## src/rtl/mmio_out_fifo_if.sv

```systemverilog
// -----------------------------------------------------------------------------
// mmio_out_fifo_if
// Groups the snooped CPU bus signals, the OUT valid/ready stream and the FIFO
// status signals of mmio_out_fifo into one bundle.
//
// Signals
//   exec_en     chipset is executing CPU code (ROM-load writes must be ignored)
//   bus_addr    CPU address bus
//   bus_wdata   CPU write data
//   bus_ctrl    CPU control; a store is bus_ctrl == MEMORY_WRITE
//   out_data    head-of-FIFO word
//   out_valid   out_data holds a queued word
//   out_ready   sink accepts out_data this cycle
//   fifo_count  occupied entries, 0..DEPTH
//   full        fifo_count == DEPTH
//   overflow    sticky: a store was dropped
//   drop_count  dropped stores, saturating at 8'hFF
//
// Handshake: a word moves on every rising edge where out_valid && out_ready.
// While out_valid is high and out_ready is low, out_data is held stable and
// out_valid stays high; out_valid only falls after a pop. out_ready may be
// driven freely and does not depend on out_valid.
//
// Modports
//   master  side that drives the bus and sinks the stream (chipset/board)
//   slave   the FIFO itself
// -----------------------------------------------------------------------------
interface mmio_out_fifo_if #(
    parameter int WIDTH  = 8,
    parameter int DEPTH  = 4,
    parameter int CTRL_W = 2
);
    localparam int CW = $clog2(DEPTH) + 1;

    logic              exec_en;
    logic [WIDTH-1:0]  bus_addr;
    logic [WIDTH-1:0]  bus_wdata;
    logic [CTRL_W-1:0] bus_ctrl;

    logic [WIDTH-1:0]  out_data;
    logic              out_valid;
    logic              out_ready;

    logic [CW-1:0]     fifo_count;
    logic              full;
    logic              overflow;
    logic [7:0]        drop_count;

    modport master (
        output exec_en, bus_addr, bus_wdata, bus_ctrl, out_ready,
        input  out_data, out_valid, fifo_count, full, overflow, drop_count
    );

    modport slave (
        input  exec_en, bus_addr, bus_wdata, bus_ctrl, out_ready,
        output out_data, out_valid, fifo_count, full, overflow, drop_count
    );
endinterface

```

## src/rtl/mmio_out_fifo.sv

```systemverilog
// -----------------------------------------------------------------------------
// mmio_out_fifo
// Snoops the CPU/memory bus and captures every CPU store to OUT_ADDR into a
// small circular FIFO, then presents the words to the board-level OUT sink
// over a valid/ready stream. Stores arriving while the FIFO is full (and no
// pop frees a slot in the same cycle) are dropped and flagged.
//
// Ports
//   CLOCK        system clock, rising edge
//   RESET_N      asynchronous active-low reset
//   bus          mmio_out_fifo_if.slave: bus snoop inputs, OUT stream, status
//   o_dbg_state  occupancy state: 0 EMPTY, 1 PARTIAL, 2 FULL
//
// All outputs come from registers (or decode of registers only); there is
// no combinational path from the bus inputs to any output.
// -----------------------------------------------------------------------------
module mmio_out_fifo #(
    parameter int                WIDTH        = 8,
    parameter logic [WIDTH-1:0]  OUT_ADDR     = '1,
    parameter int                DEPTH        = 4,
    parameter int                CTRL_W       = 2,
    parameter logic [CTRL_W-1:0] MEMORY_WRITE = CTRL_W'(2)
) (
    input  logic                  CLOCK,
    input  logic                  RESET_N,
    mmio_out_fifo_if.slave        bus,
    output logic [1:0]            o_dbg_state
);
    localparam int PW = $clog2(DEPTH);
    localparam int CW = PW + 1;

    typedef enum logic [1:0] {
        ST_EMPTY   = 2'd0,
        ST_PARTIAL = 2'd1,
        ST_FULL    = 2'd2
    } state_t;

    state_t           r_state;
    state_t           w_next_state;

    logic [WIDTH-1:0] r_mem [DEPTH];
    logic [PW-1:0]    r_wr_ptr;
    logic [PW-1:0]    r_rd_ptr;
    logic [CW-1:0]    r_count;
    logic             r_overflow;
    logic [7:0]       r_drop_count;

    logic             w_store;
    logic             w_valid;
    logic             w_full;
    logic             w_pop;
    logic             w_push;
    logic             w_drop;
    logic [PW-1:0]    w_out_ptr;

    // A store held for several cycles is deliberately seen as several pushes.
    assign w_store = bus.exec_en && (bus.bus_ctrl == MEMORY_WRITE) && (bus.bus_addr == OUT_ADDR);

    assign w_valid = (r_state != ST_EMPTY);
    assign w_full  = (r_state == ST_FULL);
    assign w_pop   = w_valid && bus.out_ready;

    // When full, a same-cycle pop frees the slot the push needs.
    assign w_push  = w_store && (!w_full || w_pop);
    assign w_drop  = w_store && w_full && !w_pop;

    // While empty, show the slot just behind rd_ptr: that is the last word
    // popped (or the reset value 0), so out_data does not jump to stale data.
    assign w_out_ptr = w_valid ? r_rd_ptr : (r_rd_ptr - PW'(1));

    // Occupancy FSM; its state always mirrors r_count.
    always_ff @(posedge CLOCK or negedge RESET_N) begin
        if (!RESET_N) begin
            r_state <= ST_EMPTY;
        end else begin
            r_state <= w_next_state;
        end
    end

    always_comb begin
        w_next_state = r_state;
        case (r_state)
            ST_EMPTY: begin
                if (w_push) begin
                    w_next_state = ST_PARTIAL;
                end
            end
            ST_PARTIAL: begin
                if (w_push && !w_pop && (r_count == CW'(DEPTH - 1))) begin
                    w_next_state = ST_FULL;
                end else if (w_pop && !w_push && (r_count == CW'(1))) begin
                    w_next_state = ST_EMPTY;
                end
            end
            ST_FULL: begin
                if (w_pop && !w_push) begin
                    w_next_state = ST_PARTIAL;
                end
            end
            default: begin
                w_next_state = ST_EMPTY;
            end
        endcase
    end

    // Storage; cleared on reset so an empty FIFO after reset shows 0.
    always_ff @(posedge CLOCK or negedge RESET_N) begin
        if (!RESET_N) begin
            for (int i = 0; i < DEPTH; i++) begin
                r_mem[i] <= '0;
            end
        end else if (w_push) begin
            r_mem[r_wr_ptr] <= bus.bus_wdata;
        end
    end

    // Pointers wrap naturally at DEPTH (power of two).
    always_ff @(posedge CLOCK or negedge RESET_N) begin
        if (!RESET_N) begin
            r_wr_ptr <= '0;
            r_rd_ptr <= '0;
        end else begin
            if (w_push) begin
                r_wr_ptr <= r_wr_ptr + PW'(1);
            end
            if (w_pop) begin
                r_rd_ptr <= r_rd_ptr + PW'(1);
            end
        end
    end

    always_ff @(posedge CLOCK or negedge RESET_N) begin
        if (!RESET_N) begin
            r_count <= '0;
        end else if (w_push && !w_pop) begin
            r_count <= r_count + CW'(1);
        end else if (w_pop && !w_push) begin
            r_count <= r_count - CW'(1);
        end
    end

    always_ff @(posedge CLOCK or negedge RESET_N) begin
        if (!RESET_N) begin
            r_overflow   <= 1'b0;
            r_drop_count <= 8'h00;
        end else if (w_drop) begin
            r_overflow <= 1'b1;
            if (r_drop_count != 8'hFF) begin
                r_drop_count <= r_drop_count + 8'd1;
            end
        end
    end

    assign bus.out_data   = r_mem[w_out_ptr];
    assign bus.out_valid  = w_valid;
    assign bus.fifo_count = r_count;
    assign bus.full       = w_full;
    assign bus.overflow   = r_overflow;
    assign bus.drop_count = r_drop_count;
    assign o_dbg_state    = r_state;
endmodule
```

## src/flat_wrapper.sv

```systemverilog
// flat-port wrapper written by rule: the top's interface ports become plain ports
module mmio_out_fifo_flat 
#(
    parameter int                WIDTH        = 8,
    parameter logic [WIDTH-1:0]  OUT_ADDR     = '1,
    parameter int                DEPTH        = 4,
    parameter int                CTRL_W       = 2,
    parameter logic [CTRL_W-1:0] MEMORY_WRITE = CTRL_W'(2)
)
  (CLOCK, RESET_N, o_dbg_state, bus_exec_en, bus_bus_addr, bus_bus_wdata, bus_bus_ctrl, bus_out_ready, bus_out_data, bus_out_valid, bus_fifo_count, bus_full, bus_overflow, bus_drop_count);
  mmio_out_fifo_if #(.WIDTH(WIDTH), .DEPTH(DEPTH), .CTRL_W(CTRL_W)) bus_i ();
  input  logic CLOCK;
  input  logic RESET_N;
  output logic [1:0] o_dbg_state;
  input wire logic [$bits(bus_i.exec_en)-1:0] bus_exec_en;
  input wire logic [$bits(bus_i.bus_addr)-1:0] bus_bus_addr;
  input wire logic [$bits(bus_i.bus_wdata)-1:0] bus_bus_wdata;
  input wire logic [$bits(bus_i.bus_ctrl)-1:0] bus_bus_ctrl;
  input wire logic [$bits(bus_i.out_ready)-1:0] bus_out_ready;
  output wire logic [$bits(bus_i.out_data)-1:0] bus_out_data;
  output wire logic [$bits(bus_i.out_valid)-1:0] bus_out_valid;
  output wire logic [$bits(bus_i.fifo_count)-1:0] bus_fifo_count;
  output wire logic [$bits(bus_i.full)-1:0] bus_full;
  output wire logic [$bits(bus_i.overflow)-1:0] bus_overflow;
  output wire logic [$bits(bus_i.drop_count)-1:0] bus_drop_count;
  assign bus_i.exec_en = bus_exec_en;
  assign bus_i.bus_addr = bus_bus_addr;
  assign bus_i.bus_wdata = bus_bus_wdata;
  assign bus_i.bus_ctrl = bus_bus_ctrl;
  assign bus_i.out_ready = bus_out_ready;
  assign bus_out_data = bus_i.out_data;
  assign bus_out_valid = bus_i.out_valid;
  assign bus_fifo_count = bus_i.fifo_count;
  assign bus_full = bus_i.full;
  assign bus_overflow = bus_i.overflow;
  assign bus_drop_count = bus_i.drop_count;
  mmio_out_fifo #(.WIDTH(WIDTH), .OUT_ADDR(OUT_ADDR), .DEPTH(DEPTH), .CTRL_W(CTRL_W), .MEMORY_WRITE(MEMORY_WRITE)) u_core (.CLOCK(CLOCK), .RESET_N(RESET_N), .bus(bus_i), .o_dbg_state(o_dbg_state));
endmodule
```

## config.mk

```make
export PLATFORM = sky130hd
export DESIGN_NAME = mmio_out_fifo_flat
export DESIGN_NICKNAME = d
export VERILOG_FILES = /design/src/rtl/mmio_out_fifo_if.sv /design/src/rtl/mmio_out_fifo.sv /design/src/flat_wrapper.sv
export SDC_FILE = /design/constraint.sdc
export NUM_CORES = 1
export LEC_CHECK = 0
export ABC_AREA = 1
export BUFFER_PORTS_ARGS = -buffer_cell sky130_fd_sc_hd__buf_2
export CAP_MARGIN = 20
export CORE_MARGIN = 2
export CORE_UTILIZATION = 25
export DETAILED_ROUTE_END_ITERATION = 10
export PLACE_DENSITY_LB_ADDON = 0.2
export SLEW_MARGIN = 30
export SYNTH_ARGS = -nofsm -noshare
export SYNTH_HDL_FRONTEND = slang
export SYNTH_SLANG_ARGS = --single-unit
```

## constraint.sdc

```tcl
create_clock -name CLOCK -period 2.01 [get_ports CLOCK]
set_input_delay 0.201 -clock CLOCK [delete_from_list [all_inputs] [get_ports CLOCK]]
set_output_delay 0.201 -clock CLOCK [all_outputs]
set_load 0.02 [all_outputs]
```

Word level (Yosys, flattened, before mapping)
Index checks and enable logic that the tools add are counted.
{ "word_totals": {"input_bits": 22, "reg_bits": 50, "out_inout_bits": 24, "wordCells": 65} }
{ "op_classes": {"mux": 14, "n_eq_ne": 10, "n_bitwise": 2, "add_sub_neg": 6, "reduce_logical": 20, "order_cmp": 3} }
{ "op_table": {"columns": ["operator", "count"], "rows": [
  ["$bwmux W32", 1],
  ["$mux W8", 3],
  ["$bmux W8 S2", 1],
  ["$demux W8 S2", 1],
  ["$logic_and A1 B1 Y1", 11],
  ["$mux W2", 5],
  ["$add A8 B1 Y8 const B", 1],
  ["$eq A8 B8 Y1 const B", 1],
  ["$ne A8 B8 Y1 const B", 1],
  ["$ge A3 B3 Y1 const B", 2],
  ["$mux W3", 2],
  ["$not A2 Y3", 2],
  ["$pmux W2 S3", 1],
  ["$add A2 B1 Y2 const B", 2],
  ["$eq A2 B2 Y1 const B", 2],
  ["$reduce_bool A2 Y1", 2],
  ["$add A3 B1 Y3 const B", 1],
  ["$eq A3 B1 Y1 const B", 1],
  ["$eq A3 B2 Y1 const B", 1],
  ["$logic_not A1 Y1", 3],
  ["$lt A3 B1 Y1 const B", 1],
  ["$ne A3 B1 Y1 const B", 1],
  ["$reduce_and A3 Y1", 1],
  ["$sub A3 B1 Y3 const B", 1],
  ["other kinds (7)", 7]
]} }

Depth between registers and ports, before layout
{ "logic_depth": {"word_depth": 10, "depth_mapped": 12} }

Worst setup path after synthesis
OpenSTA, ideal clock, no wires.
{ "synth_path": {"path_kind": "register -> register", "startpoint": "register u_core.r_state[1] (netlist: u_core.o_dbg_state[1])", "endpoint": "register u_core.r_state[0] (netlist: u_core.o_dbg_state[0])", "period_less_slack_ns": 1.975, "path_slack_ns": 0.035, "stages_incl_launch_ff": 11, "required_time_ns": 1.892, "t_arrival_ns": 1.857, "cell_sequence": "dfrtp_1 nor2_4 inv_1 nand2_2 inv_1 ha_1 or2_2 nand2_1 nand2_1 nand3_1 nand2_1"} }
{ "synth_via": {"elab_chain_len": 9} }
{ "synth_rtl": {"columns": ["item", "line", "text"], "rows": [
  ["from (decl)", "mmio_out_fifo.sv:38", "state_t r_state;"],
  ["from (signal assigned)", "mmio_out_fifo.sv:76", "r_state <= w_next_state;"],
  ["$reduce_bool A2 Y1 (*)", "mmio_out_fifo.sv:59", "assign w_valid = (r_state != ST_EMPTY);"],
  ["net bus_out_valid", "flat_wrapper.sv:21", "output wire logic [$bits(bus_i.out_valid)-1:0] bus_out_valid;"],
  ["$logic_and A1 B1 Y1 (*)", "mmio_out_fifo.sv:61", "assign w_pop = w_valid && bus.out_ready;"],
  ["net u_core.w_pop", "mmio_out_fifo.sv:51", "logic w_pop;"],
  ["$logic_or A1 B1 Y1", "mmio_out_fifo.sv:64", "assign w_push = w_store && (!w_full || w_pop);"],
  ["$logic_and A1 B1 Y1", "mmio_out_fifo.sv:64", null],
  ["$logic_not A1 Y1", "mmio_out_fifo.sv:91, mmio_out_fifo.sv:96", null],
  ["$logic_and A1 B1 Y1", "mmio_out_fifo.sv:91, mmio_out_fifo.sv:96", null],
  ["$logic_and A1 B1 Y1", "mmio_out_fifo.sv:91", "end else if (w_pop && !w_push && (r_count == CW'(1))) begin"],
  ["$ne A3 B1 Y1 (no source line)", null, null],
  ["$reduce_and A3 Y1 (no source line)", null, null]
]} }
Mark *: on every way through the listed nets, which the timed path passes. The rest lies on a longest branch.
A chain may end at the register's enable or synchronous reset.

Worst setup path after layout
{ "layout_path": {"startpoint": "register u_core.r_state[1] (netlist: u_core.o_dbg_state[1])", "endpoint": "output bus_out_data[5]"} }
{ "layout_via": {"elab_chain_len": 6} }
{ "layout_rtl": {"columns": ["item", "line", "text"], "rows": [
  ["$reduce_bool A2 Y1", "mmio_out_fifo.sv:59", null],
  ["$mux W2", "mmio_out_fifo.sv:69", "assign w_out_ptr = w_valid ? r_rd_ptr : (r_rd_ptr - PW'(1));"],
  ["$not A2 Y3 (implied by the code)", "mmio_out_fifo.sv:154", "assign bus.out_data = r_mem[w_out_ptr];"],
  ["$bmux W8 S2", "mmio_out_fifo.sv:154", null],
  ["$mux W8 (implied by the code) (2 in a row)", "mmio_out_fifo.sv:154", null],
  ["to (decl)", "flat_wrapper.sv:20", "output wire logic [$bits(bus_i.out_data)-1:0] bus_out_data;"]
]} }
No other way between the ends. The select of a mux whose other input is x is not followed.

==> metrics.csv <==
metric,value,unit
status,"complete, but fails checks",
failing checks,negative hold slack,
initial antenna violation count,0,
RSZ-0062 raised after global routing,true,
routed vias,2367,
share of cells above drive strength 1,0.307,
DIE WIDTH,111,um
"Seq/Total Area, Yosys",0.437,
Static Leak,1.87,nW
final hold violations,30,
Diodes inserted,0,
Synthesis Warnings,0,
met2 wire len,2930,um
"Top FF cell, synth",dfrtp_1,
clock buffer depth,2,
root buf cell,clkbuf_16,
Iter 0 DRT Violations,73,
Pwr Total,0.00493,W
Hold Slack,-0.0290,ns
Final Wtd Congestion,0.778,
Post-Syn Area per Cell,7.95,um2
PD cells,1330,nW/um2
Crit. End Element,primary output,
ys async rst share,1.00,
total grt overflow,0,
Final Cycle Share,0.988,
Num CTS Buffers,5,
core area,11300,um2
htree depth,2,
Least-Margin Pin Slew,0.756,ns
"commonest non-fill, non-tap cells in the layout","nand2_1, inv_1, dfrtp_1",
post-synth top area cell,dfrtp_1,
CTS tree,yes,
setup violators final,0,
DR top layer,met4,
die area,12300,um2
largest net degree at the start of global routing,33,
DRC Markers,0,
post-DR wirelength/cell,11.7,um
Max Cap Viol,0,
Die Height,111,um
share of the synthesized area in the top cell type,0.437,
relative slew slack,0.496,
max-slew violation count,0,
"commonest non-fill, non-tap cell in the layout",nand2_1,
# port buffers,45,
Area growth syn-to-layout,29.2,%
Setup Skew,0.00636,ns
worst-skew pair later-pin latency,0.29,ns
register bit total from synthesis,50,
Clock Pin Slew Worst Setup and Hold Paths,0.07,ns
Max Fclk,0.503,GHz
Synthesized Nets,393,
met3 wire length,312,um
crit start category,register,
Setup TNS Final,0,ns
post-DP HPWL,4580,um
row cnt,39,
class of the worst hold path,in2async,
Fillers,1196,
Post-CTS Hold Fix Bufs,0,
fin nets,455,
crit-path max FO,6,
mapped cell area,2860,um2
IO Pins,46,
crit path kind,reg2out,
DRT antenna net count,0,
Worst EP arrival,1.79,ns
Initial Util,0.254,
vias in the first global route,2379,
DRT Pass-1 Iters,6,
WL final,6620,um
Tmin final,1.99,ns
synth unique cells,26,
Synth Instances,360,
Crit path required time,1.81,ns
Max IR drop VDD,0.615,mV
gr usage total,0.114,
"top cells by area, synth","dfrtp_1, nand2_1, inv_1",
Via density,4.18,
CTS Sinks,50,
number of synthesized flops with an enable pin,0,
first-pass GRT wire length,11400,um
met1 WL,3290,um
[critical path, cell delays in order, from the launching register on]
cell and delay (ns):
dfrtp_2 0.44, nor2_4 0.14, buf_12 0.14, xor2_4 0.28, buf_6 0.19, nand2_2 0.06, nand3_2 0.07, nand2_1 0.06
buf_6 0.13
[path summary, 6_finish.rpt]
| path | endpoint | startpoint | depth (start not counted) | slack, ns |
|---|---|---|---|---|
| worst max register to register | u_core.o_dbg_state[0] | u_core.o_dbg_state[1] | 13 | 0.11 |
| max in group asynchronous | u_core.o_dbg_state[1] | RESET_N | 2 | 1.37 |
| worst min register to register | u_core.bus.overflow | u_core.bus.overflow | 1 | 0.47 |
| worst min-delay path | u_core.r_mem[20] | RESET_N | 1 | -0.03 |
| worst max-delay path | bus_out_data[5] | u_core.o_dbg_state[1] | 8 | 0.02 |
| min in group CLOCK | u_core.r_mem[1] | bus_bus_wdata[1] | 3 | 0.22 |
[through the flow]
| stage | instance area, um2 | instances | setup slack, ns | hold slack (ns) | utilization |
|---|---|---|---|---|---|
| finish | 3690 | 566 | 0.0233 | -0.0290 | 0.328 |
| global route | 3690 | 566 | -0.0628 | 0.0379 | 0.328 |
| CTS | 3470 | 560 | 0.00190 | 0.0159 | 0.308 |
| detailed placement | 3240 | 547 | 0.175 | 0.329 | 0.288 |
| global placement | 3240 | 547 | 0.240 | 0.331 | 0.288 |
| floorplan | 2860 | 360 | 0.0350 | -0.0946 | - |
[synthesized netlist by cell type, types with 4 or more instances]
master and n:
buf_6 5, dfrtp_1 50, ha_1 11, inv_1 62, nand2_1 115, nand2_4 4
nand3_1 29, nand4_1 7, nor2_1 15, o21ai_0 5, o21ai_1 22, o21ai_2 11
xor2_1 4
[repair_timing]
action	CTS	global route
setup endpoints to repair	8	8
pin swaps	1	18
buffers inserted	4	6
gates cloned	1	0
resized for setup	6	51
[flip-flops by register name, indices dropped and copies added (netlist names)]
| signal | count |
|---|---|
| u_core.o_dbg_state | 2 |
| u_core.r_rd_ptr | 2 |
| u_core.bus.overflow | 1 |
| u_core.r_mem | 32 |
| u_core.bus.drop_count | 8 |
| u_core.r_wr_ptr | 2 |
| u_core.bus.fifo_count | 3 |
[routing by layer]
| layer | vias up | track usage |
|---|---|---|
| met1 | 1071 | 0.155 |
| met3 | 9 | 0.0284 |
| li1 | 1234 | - |
| met2 | 53 | 0.177 |
| met4 | 0 | 0.0375 |
| met5 | - | 0 |
[layout make-up]
cell class,instances,area (um2),share of cell area
Timing Repair Buffer,63,447,0.121
Sequential cell,50,1250,0.340
Inverter,64,243,0.0657
Tap cell,143,179,0.0484
Clock inverter,1,30.0,0.00813
Clock buffer,7,133,0.0359
Multi-Input combinational cell,238,1410,0.381
[where the power goes]
part	switching (W)	internal (W)	total, W
Combinational	0.00158	0.00123	0.00281
Clock	0.000373	0.000589	0.000962
Sequential	0.0000842	0.00108	0.00116
[kinds of logic after synthesis]
group / after synthesis / synth area share
AO/OA/AOI/OAI: 40 / 0.0853
XOR/XNOR: 8 / 0.0376
adder cells (fa/ha/maj): 11 / 0.0481
buffers and inverters: 72 / 0.110
flip-flops: 50 / 0.437
AND/OR/NAND/NOR: 179 / 0.281
Power figures use the tool's default switching activity.
